File: config.mk
export PLATFORM = sky130hd
export DESIGN_NAME = ccr_unit
export DESIGN_NICKNAME = d
export VERILOG_FILES = /design/src/rtl/ccr_unit_pkg.sv /design/src/rtl/ccr_stack.sv /design/src/rtl/ccr_unit.sv
export SDC_FILE = /design/constraint.sdc
export NUM_CORES = 1
export LEC_CHECK = 0
export BUFFER_PORTS_ARGS = -buffer_cell sky130_fd_sc_hd__buf_2
export CORE_MARGIN = 2
export CORE_UTILIZATION = 49
export CTS_CLUSTER_DIAMETER = 50
export DETAILED_ROUTE_END_ITERATION = 7
export PLACE_DENSITY = 0.75
export REMOVE_ABC_BUFFERS = 1
export SKIP_CTS_REPAIR_TIMING = 1
export SLEW_MARGIN = 20
export SYNTH_ARGS = -nofsm -noshare
export SYNTH_HDL_FRONTEND = slang
export SYNTH_SLANG_ARGS = --single-unit
File: constraint.sdc
create_clock -name clk -period 2.3 [get_ports clk]
set_input_delay 0.23 -clock clk [delete_from_list [all_inputs] [get_ports clk]]
set_output_delay 0.23 -clock clk [all_outputs]
set_load 0.1 [all_outputs]
File: src/rtl/ccr_unit_pkg.sv
// Shared types and constants for the condition-code register slice.
package ccr_unit_pkg;

  localparam int CCR_C = 2;
  localparam int CCR_N = 1;
  localparam int CCR_Z = 0;

  typedef logic [2:0] ccr_t;

  typedef enum logic [1:0] {
    JMP_NONE = 2'b00,
    JMP_JZ   = 2'b01,
    JMP_JN   = 2'b10,
    JMP_JC   = 2'b11
  } jmp_t;

  // One-hot select of the flag a conditional jump tests (all zero for JMP_NONE).
  function automatic ccr_t jmp_sel(input jmp_t t);
    ccr_t sel;
    case (t)
      JMP_JZ:  sel = ccr_t'(3'b001 << CCR_Z);
      JMP_JN:  sel = ccr_t'(3'b001 << CCR_N);
      JMP_JC:  sel = ccr_t'(3'b001 << CCR_C);
      default: sel = 3'b000;
    endcase
    return sel;
  endfunction

endpackage

File: src/rtl/ccr_stack.sv
// Small LIFO holding saved CCR values across interrupt nesting.
module ccr_stack
  import ccr_unit_pkg::*;
#(
  parameter int DEPTH = 2,
  parameter int CW    = $clog2(DEPTH + 1)
) (
  input  logic          clk,
  input  logic          rst_n,
  input  logic          push,
  input  logic          pop,
  input  ccr_t          din,
  output ccr_t          top,
  output logic [CW-1:0] cnt,
  output logic          ovf,
  output logic          unf
);

  localparam int            IW   = (DEPTH > 1) ? $clog2(DEPTH) : 1;
  localparam logic [CW-1:0] FULL = CW'(DEPTH);

  ccr_t          mem_r [DEPTH];
  logic [CW-1:0] cnt_r;
  logic          ovf_r;
  logic          unf_r;
  logic          empty_s;
  logic          full_s;
  logic [IW-1:0] wr_idx_s;
  logic [IW-1:0] rd_idx_s;
  logic [IW-1:0] mem_idx_s;
  logic          mem_we_s;

  // Occupancy decode, top read and the single memory write port select.
  always_comb begin
    empty_s  = (cnt_r == CW'(0));
    full_s   = (cnt_r == FULL);
    wr_idx_s = IW'(cnt_r);
    rd_idx_s = IW'(cnt_r - CW'(1));
    if (empty_s) begin
      top = 3'b000;
    end else begin
      top = mem_r[rd_idx_s];
    end
    // A swap overwrites the current top in place; a plain push writes above it.
    if (push && !pop && !full_s) begin
      mem_we_s  = 1'b1;
      mem_idx_s = wr_idx_s;
    end else if (push && pop && !empty_s) begin
      mem_we_s  = 1'b1;
      mem_idx_s = rd_idx_s;
    end else begin
      mem_we_s  = 1'b0;
      mem_idx_s = rd_idx_s;
    end
  end

  // Entry storage; contents are meaningless until pushed, so no reset.
  always_ff @(posedge clk) begin
    if (mem_we_s) begin
      mem_r[mem_idx_s] <= din;
    end
  end

  // Occupancy counter with saturation and sticky error flags.
  always_ff @(posedge clk or negedge rst_n) begin
    if (!rst_n) begin
      cnt_r <= CW'(0);
      ovf_r <= 1'b0;
      unf_r <= 1'b0;
    end else begin
      case ({push, pop})
        2'b10: begin
          if (full_s) begin
            ovf_r <= 1'b1;
          end else begin
            cnt_r <= cnt_r + CW'(1);
          end
        end
        2'b01: begin
          if (empty_s) begin
            unf_r <= 1'b1;
          end else begin
            cnt_r <= cnt_r - CW'(1);
          end
        end
        2'b11: begin
          if (empty_s) begin
            unf_r <= 1'b1;
          end
        end
        default: begin
          cnt_r <= cnt_r;
        end
      endcase
    end
  end

  assign cnt = cnt_r;
  assign ovf = ovf_r;
  assign unf = unf_r;

endmodule

File: src/rtl/ccr_unit.sv
// Execute-stage condition-code register: masked flag writes, conditional
// jump evaluation with flag clear, and interrupt save/restore.
module ccr_unit
  import ccr_unit_pkg::*;
#(
  parameter int DEPTH = 2
) (
  input  logic                         clk,
  input  logic                         rst_n,
  input  logic [2:0]                   ccr_in,
  input  logic                         ccr_we,
  input  logic [2:0]                   ccr_mask,
  input  logic                         jmp_valid,
  input  logic [1:0]                   jmp_type,
  input  logic                         int_save,
  input  logic                         rti_restore,
  input  logic                         stall,
  input  logic                         flush,
  output logic [2:0]                   ccr,
  output logic                         jmp_taken,
  output logic [$clog2(DEPTH+1)-1:0]   stk_cnt,
  output logic                         stk_ovf,
  output logic                         stk_unf
);

  localparam int CW = $clog2(DEPTH + 1);

  ccr_t ccr_r;
  ccr_t upd_s;
  ccr_t sel_s;
  ccr_t top_s;
  logic kill_s;
  logic we_s;
  logic jv_s;
  logic taken_s;
  logic push_s;
  logic pop_s;

  // Kill gating, jump decision on the registered flags, and next-flag value.
  always_comb begin
    kill_s  = stall | flush;
    we_s    = ccr_we & ~kill_s;
    jv_s    = jmp_valid & ~kill_s;
    sel_s   = jmp_sel(jmp_t'(jmp_type));
    taken_s = jv_s & (|(ccr_r & sel_s));
    if (we_s) begin
      upd_s = (ccr_r & ~ccr_mask) | (ccr_in & ccr_mask);
    end else begin
      upd_s = ccr_r;
    end
    // Clearing the tested flag wins over a same-cycle write of that flag.
    if (taken_s) begin
      upd_s = upd_s & ~sel_s;
    end else begin
      upd_s = upd_s;
    end
    push_s = int_save & ~stall;
    pop_s  = rti_restore & ~stall;
  end

  // Architectural flags; a pop (alone or in a swap) takes the stack top.
  always_ff @(posedge clk or negedge rst_n) begin
    if (!rst_n) begin
      ccr_r <= 3'b000;
    end else if (stall) begin
      ccr_r <= ccr_r;
    end else if (pop_s) begin
      ccr_r <= top_s;
    end else begin
      ccr_r <= upd_s;
    end
  end

  ccr_stack #(
    .DEPTH (DEPTH),
    .CW    (CW)
  ) u_stack (
    .clk   (clk),
    .rst_n (rst_n),
    .push  (push_s),
    .pop   (pop_s),
    .din   (upd_s),
    .top   (top_s),
    .cnt   (stk_cnt),
    .ovf   (stk_ovf),
    .unf   (stk_unf)
  );

  assign ccr       = ccr_r;
  assign jmp_taken = taken_s;

endmodule

# Yosys cells after proc, flatten, opt, wreduce, memory -nomap -nowiden
# Memory sizes are Yosys's and may differ from the RTL's.
# Cells that the tools add are included.
dict set report classes {
  add_sub_neg 2
  eq_ne 9
  muxes 13
  n_bitwise 15
  reduce_logical 14
}
# operator n
set ops {}
lappend ops {{bitwise AND 3 bit} 4}
lappend ops {{2-to-1 mux 3 bit} 4}
lappend ops {{== test 2 bit (second input constant)} 5}
lappend ops {{one-hot mux 3 bit (3 select lines)} 1}
lappend ops {{NOT 3 bit} 2}
lappend ops {{bitwise AND 1 bit} 5}
lappend ops {{2-to-1 mux 1 bit} 5}
lappend ops {{== test 2 x 1 -> 1 bit (second input constant)} 2}
lappend ops {{logical AND 1 bit} 4}
lappend ops {{2-to-1 mux 2 bit} 2}
lappend ops {{!= test 2 bit (second input constant)} 2}
lappend ops {{one-hot mux 2 bit (2 select lines)} 1}
lappend ops {{AND reduction 2 bit} 2}
lappend ops {{zero test 1 bit} 3}
lappend ops {{bitwise OR 3 bit} 1}
lappend ops {{AND reduction 3 bit} 1}
lappend ops {{OR reduction 3 bit} 1}
lappend ops {{adder 2 x 1 -> 2 bit (second input constant)} 1}
lappend ops {{zero test 2 bit} 1}
lappend ops {{NOT 1 bit} 2}
lappend ops {{nonzero test 2 bit} 1}
lappend ops {{OR reduction 2 bit} 1}
lappend ops {{subtractor 2 x 1 -> 2 bit (second input constant)} 1}
lappend ops {{bitwise OR 1 bit} 1}
dict set report word_totals {
  reg_bits 7
  ramBits 6
  input_bits 16
  output_inout_bits 8
  wordCells 58
  mem_count 1
}
# name words word_bits read_ports rd_clocked_by_memory_dff wr line_no
set mem_list {}
lappend mem_list {u_stack.mem_r 2 3 1 0 1 ccr_stack.sv:22} ;# ccr_t mem_r [DEPTH];

# Depth between registers and ports, before layout
dict set report logic_depth {
  ltp_word 8
  depth_mapped 7
  ltp_nobuf 6
}

# Hierarchy
# From an unflattened synthesis, not the netlist that was laid out.
dict set report hier_totals {
  cells_unflattened 73
  hier_area_um2 829.5
}
# mod instances cells_per_inst area_each_um2 seq_area_each_um2
set modules_own_cells {}
lappend modules_own_cells {ccr_stack 1 41 529.3 280.3}
lappend modules_own_cells {ccr_unit 1 32 300.3 75.1}

# Least setup slack after synthesis
# No wires, ideal clock.
dict set report synth_path {
  kind {register to output}
  from {register ccr_r[2], in the netlist ccr[2]}
  to {output jmp_taken}
  arrival_time_ns 2.767
  required_time_ns 2.070
  path_slack_ns -0.697
  stages_incl_launch_ff 4
  n_path_buf 0
  cell_sequence {dfrtp_1 -> mux2_2 -> nand2_1 -> a21oi_1}
}
dict set report synth_via {
  elab_chain_len 3
}
# item line_no
set synth_lines {}
lappend synth_lines {{start: declaration} ccr_unit.sv:28} ;# ccr_t ccr_r;
lappend synth_lines {{start signal: assignment} ccr_unit.sv:66} ;# ccr_r <= ccr_r;
lappend synth_lines {{start signal: assignment} ccr_unit.sv:68} ;# ccr_r <= top_s;
lappend synth_lines {{start signal: assignment} ccr_unit.sv:70} ;# ccr_r <= upd_s;
lappend synth_lines {{bitwise AND 3 bit} ccr_unit.sv:45} ;# taken_s = jv_s & (|(ccr_r & sel_s));
lappend synth_lines {{OR reduction 3 bit} ccr_unit.sv:45}
lappend synth_lines {{bitwise AND 1 bit} ccr_unit.sv:45}
lappend synth_lines {{end: declaration} ccr_unit.sv:20} ;# output logic jmp_taken,
# No other way between the ends.

# Final worst setup path
dict set report layout_path {
  from {register u_stack.cnt_r[0], in the netlist u_stack.cnt[0]}
  to {memory u_stack.mem_r[1][1] in the netlist's numbering (enable)}
}
dict set report layout_via {
  elab_chain_len 7
  word_cells_on_any_way 12
  classes_between {add/sub: 1; eq/ne: 1; mux: 5; reduce/logical: 5}
}
# item line_no
set layout_lines {}
lappend layout_lines {{start: declaration} ccr_stack.sv:23} ;# logic [CW-1:0] cnt_r;
lappend layout_lines {{start signal: assignment} ccr_stack.sv:76} ;# cnt_r <= cnt_r + CW'(1);
lappend layout_lines {{start signal: assignment} ccr_stack.sv:83} ;# cnt_r <= cnt_r - CW'(1);
lappend layout_lines {{start signal: assignment} ccr_stack.sv:92} ;# cnt_r <= cnt_r;
lappend layout_lines {{zero test 2 bit} ccr_stack.sv:35} ;# empty_s = (cnt_r == CW'(0));
lappend layout_lines {{zero test 1 bit} ccr_stack.sv:48} ;# end else if (push && pop && !empty_s) begin
lappend layout_lines {{logical AND 1 bit} ccr_stack.sv:48}
lappend layout_lines {{2-to-1 mux 1 bit} ccr_stack.sv:48}
lappend layout_lines {{2-to-1 mux 1 bit} ccr_stack.sv:45} ;# if (push && !pop && !full_s) begin
lappend layout_lines {{2-to-1 mux 1 bit} ccr_stack.sv:59} ;# if (mem_we_s) begin
lappend layout_lines {{2-to-1 mux 1 bit (not written as such)} ccr_stack.sv:60} ;# mem_r[mem_idx_s] <= din;
lappend layout_lines {{end: declaration} ccr_stack.sv:22}
# Several ways; a longest one is shown, not always the timed one.

==> run metrics <==
relative slew slack=0.6737; relative contribution of sequential cells to total power=0.304; Synth Instances=73; Critical Path RT=2260 ps; initial antenna violation count=0; Cell Int Power=between 500 and 600 uW; design area=around 1000 um^2; number of buffers on the longest clock path=2; Die Outline Area=roughly 2000 um^2; Switching Power=688.0 uW; top-area cell type share of the netlist area=0.2205; DIE WIDTH=~45 um; hold path depth=2; max-cap violations=0; worst reg-to-reg path cell count=5; number of setup violations in the final report=0; top fanout value on the critical path=6; average wire per standard cell=~14 um; CTS tree=built; Synth area leaders=sky130_fd_sc_hd__edfxtp_1, sky130_fd_sc_hd__dfrtp_1, sky130_fd_sc_hd__mux2i_1, sky130_fd_sc_hd__ha_1, sky130_fd_sc_hd__o31a_1; critical path arrival=~1700 ps; post-synth design cell area=roughly 800 um^2; post-route fraction of the period consumed by the critical path=0.7685; Worst Hold Slack=~210 ps; HPWL after detailed placement=1302 um; worst min-delay path category=input port to flop; Total Routed Length=between 1500 and 2000 um; number of buffers added by the clock tree synthesis step=3; maximum ir drop on the vdd rail=between 800 and 900 uV; sequential area share after synthesis=0.4349; Yosys cell types=28; Detailed Routing Iterations Pass 1=4; time the final worst path needs with I/O delays and setup=1768 ps; layout cells sized above 1=0.2929; overflow left after global routing=0; clock tree root driver cell=sky130_fd_sc_hd__clkbuf_4; switching share of power=0.5457; hold violation total from the final report=0; global router's overall resource usage=0.2012; transition time at the pin with the least slew margin=approximately 490 ps; crit end category=flop; synthesis warning total=0; part of the total power dissipated in the clock network=0.113; max frequency=565.8 MHz; first-pass GRT wire length=around 2800 um; initial core utilization=0.5300; GPL Wtd Cong=roughly 0.73; combinational cell fraction of total power=0.583; total vias in the final route=roughly 650; count of antenna-violating nets left after detailed routing=0; Max H-tree Level=1; Leak Pwr=~0.00045 uW; final count of pins violating max slew=0; clock tree skew after final layout=about 1.6 ps; io pins=24; diodes inserted=0; Sinks on Clock Net=13; Port-buffer cells=23; Post-layout nets=121; row count=14; Clk Latency, worst-skew pair=about 280 ps; DIE HEIGHT=around 45 um; flop and latch count out of synthesis=13; count of unresolved DRC violations after routing=0; number of DRC violations after detailed-routing iteration 0=16; run status=completed; setup repair after global routing missed its margin=no; largest area contributor in the netlist=sky130_fd_sc_hd__edfxtp_1; syn_area_per_cell=roughly 11 um^2; clock edge transition at the registers on the reported setup and hold paths=80 ps; Core Util, Final=0.6356; category of the critical setup timing path=flop to flop; filler cell count in the final layout=126; power density normalized to cell area=between 1000 and 1500 nW/um^2; Avg Vias per Cell=5.626; core area=about 1500 um^2; via count of the first global-routing pass=roughly 650; largest net degree at the start of global routing=17; area post-placement=roughly 940 um^2; startpoint kind of the worst setup timing path=flop; layout overhead on the synthesized area=19.91%
==> per-layer routing <==
| metal | track usage | wire length (um) | vias to the layer above | share of wire |
|---|---|---|---|---|
| met5 | 0 | 0 | - | 0 |
| met4 | 0.05294 | 19 | 0 | 0.012 |
| met3 | 0.07200 | 59 | 5 | 0.036 |
| met2 | 0.3246 | 785 | 11 | 0.48 |
| met1 | 0.2577 | 780 | 306 | 0.47 |
| li1 | - | - | 325 | - |
==> cells by family (layout without fill, tap and decap cells) <==
kind of cell / Yosys count / in the layout / share of synthesized area
DFF: 13 / 13 / 0.4349
buffers and inverters: 6 / 32 / 0.02908
adders and majority gates: 5 / 5 / 0.07657
and+or+nand+nor: 24 / 24 / 0.1899
xor gates and xnor gates: 1 / 1 / 0.01072
AOI/OAI and AO/OA: 15 / 15 / 0.1470
muxes: 9 / 9 / 0.1118
==> synth_stat cells <==
cell type and instances:
sky130_fd_sc_hd__a211o_1 1, sky130_fd_sc_hd__a21o_1 3, sky130_fd_sc_hd__a21oi_1 3, sky130_fd_sc_hd__a311oi_1 1, sky130_fd_sc_hd__and2_1 1, sky130_fd_sc_hd__and4bb_1 2, sky130_fd_sc_hd__and4bb_2 1, sky130_fd_sc_hd__buf_2 1
sky130_fd_sc_hd__clkbuf_1 1, sky130_fd_sc_hd__dfrtp_1 7, sky130_fd_sc_hd__edfxtp_1 6, sky130_fd_sc_hd__ha_1 5, sky130_fd_sc_hd__inv_1 4, sky130_fd_sc_hd__mux2_2 1, sky130_fd_sc_hd__mux2i_1 8, sky130_fd_sc_hd__nand2_1 5
sky130_fd_sc_hd__nand2b_1 4, sky130_fd_sc_hd__nand3b_1 2, sky130_fd_sc_hd__nand4bb_1 1, sky130_fd_sc_hd__nor2_1 5, sky130_fd_sc_hd__nor2b_1 1, sky130_fd_sc_hd__nor3b_1 1, sky130_fd_sc_hd__o21ai_0 1, sky130_fd_sc_hd__o31a_1 3
sky130_fd_sc_hd__o41ai_1 2, sky130_fd_sc_hd__o41ai_2 1, sky130_fd_sc_hd__or3b_1 1, sky130_fd_sc_hd__xnor2_1 1
==> power by group through the flow <==
stage               Combinational (uW)  Sequential (uW)  Clock, uW
CTS                                736              386        147
floorplan                          241              745          0
global route                       781              394        157
detailed placement                 734              391          0
global placement                   726              389          0
finish                             734              384        142
==> per-stage QoR <==
stage          std cells  TNS, ps  total power, uW  worst slack (ps)
2_1_floorplan         71   -912.7            986.4            -697.4
5_1_grt              115        0             1333             384.5
3_3_place_gp         110        0             1115             508.1
3_5_place_dp         110        0             1124             425.2
6_report             115        0             1261             532.5
4_1_cts              114        0             1269             505.9
==> cell usage in the layout (no fill, tap or decap), types with 3 or more instances in the layout <==
| master | Yosys | final |
|---|---|---|
| sky130_fd_sc_hd__inv_1 | 4 | 4 |
| sky130_fd_sc_hd__buf_2 | 1 | 23 |
| sky130_fd_sc_hd__o31a_1 | 3 | 3 |
| sky130_fd_sc_hd__edfxtp_1 | 6 | 6 |
| sky130_fd_sc_hd__clkbuf_4 | 0 | 3 |
| sky130_fd_sc_hd__a21o_1 | 3 | 3 |
| sky130_fd_sc_hd__nand2_1 | 5 | 5 |
| sky130_fd_sc_hd__nor2_1 | 5 | 5 |
| sky130_fd_sc_hd__a21oi_1 | 3 | 3 |
| sky130_fd_sc_hd__ha_1 | 5 | 5 |
| sky130_fd_sc_hd__dfrtp_1 | 7 | 7 |
| sky130_fd_sc_hd__nand2b_1 | 4 | 4 |
| sky130_fd_sc_hd__mux2i_1 | 8 | 8 |
==> area by class of cell <==
class	instances	area [um^2]	area share
tap	16	20.02	0.02043
sequential	13	355.3	0.3627
timing repair buffer	24	125.1	0.1277
multi-input combinational	54	437.9	0.4470
clock buffer	4	26.28	0.02682
inverter	4	15.01	0.01533
==> state kept, by name, summed over array words and instances (netlist names) <==
signal,cells
u_stack.unf,1
u_stack.mem_r,6
u_stack.cnt,2
u_stack.ovf,1
ccr,3
==> critical path, cell delays in order, from the launching register on <==
cell                       delay, ps
sky130_fd_sc_hd__dfrtp_1         470
sky130_fd_sc_hd__inv_1           190
sky130_fd_sc_hd__ha_1            230
sky130_fd_sc_hd__nand2b_1        160
sky130_fd_sc_hd__nand3b_1        100
sky130_fd_sc_hd__mux2i_1         290
==> worst paths after layout <==
check                                from                  end  slack [ps]
max reg2reg                u_stack.cnt[0]  u_stack.mem_r[1][1]         530
min in group asynchronous           rst_n          u_stack.unf         320
max                        u_stack.cnt[0]  u_stack.mem_r[1][1]         530
min reg2reg                   u_stack.ovf          u_stack.ovf         460
min                           rti_restore               ccr[0]         210
max in group asynchronous           rst_n       u_stack.cnt[0]        1820
Power figures use the tool's default switching activity.
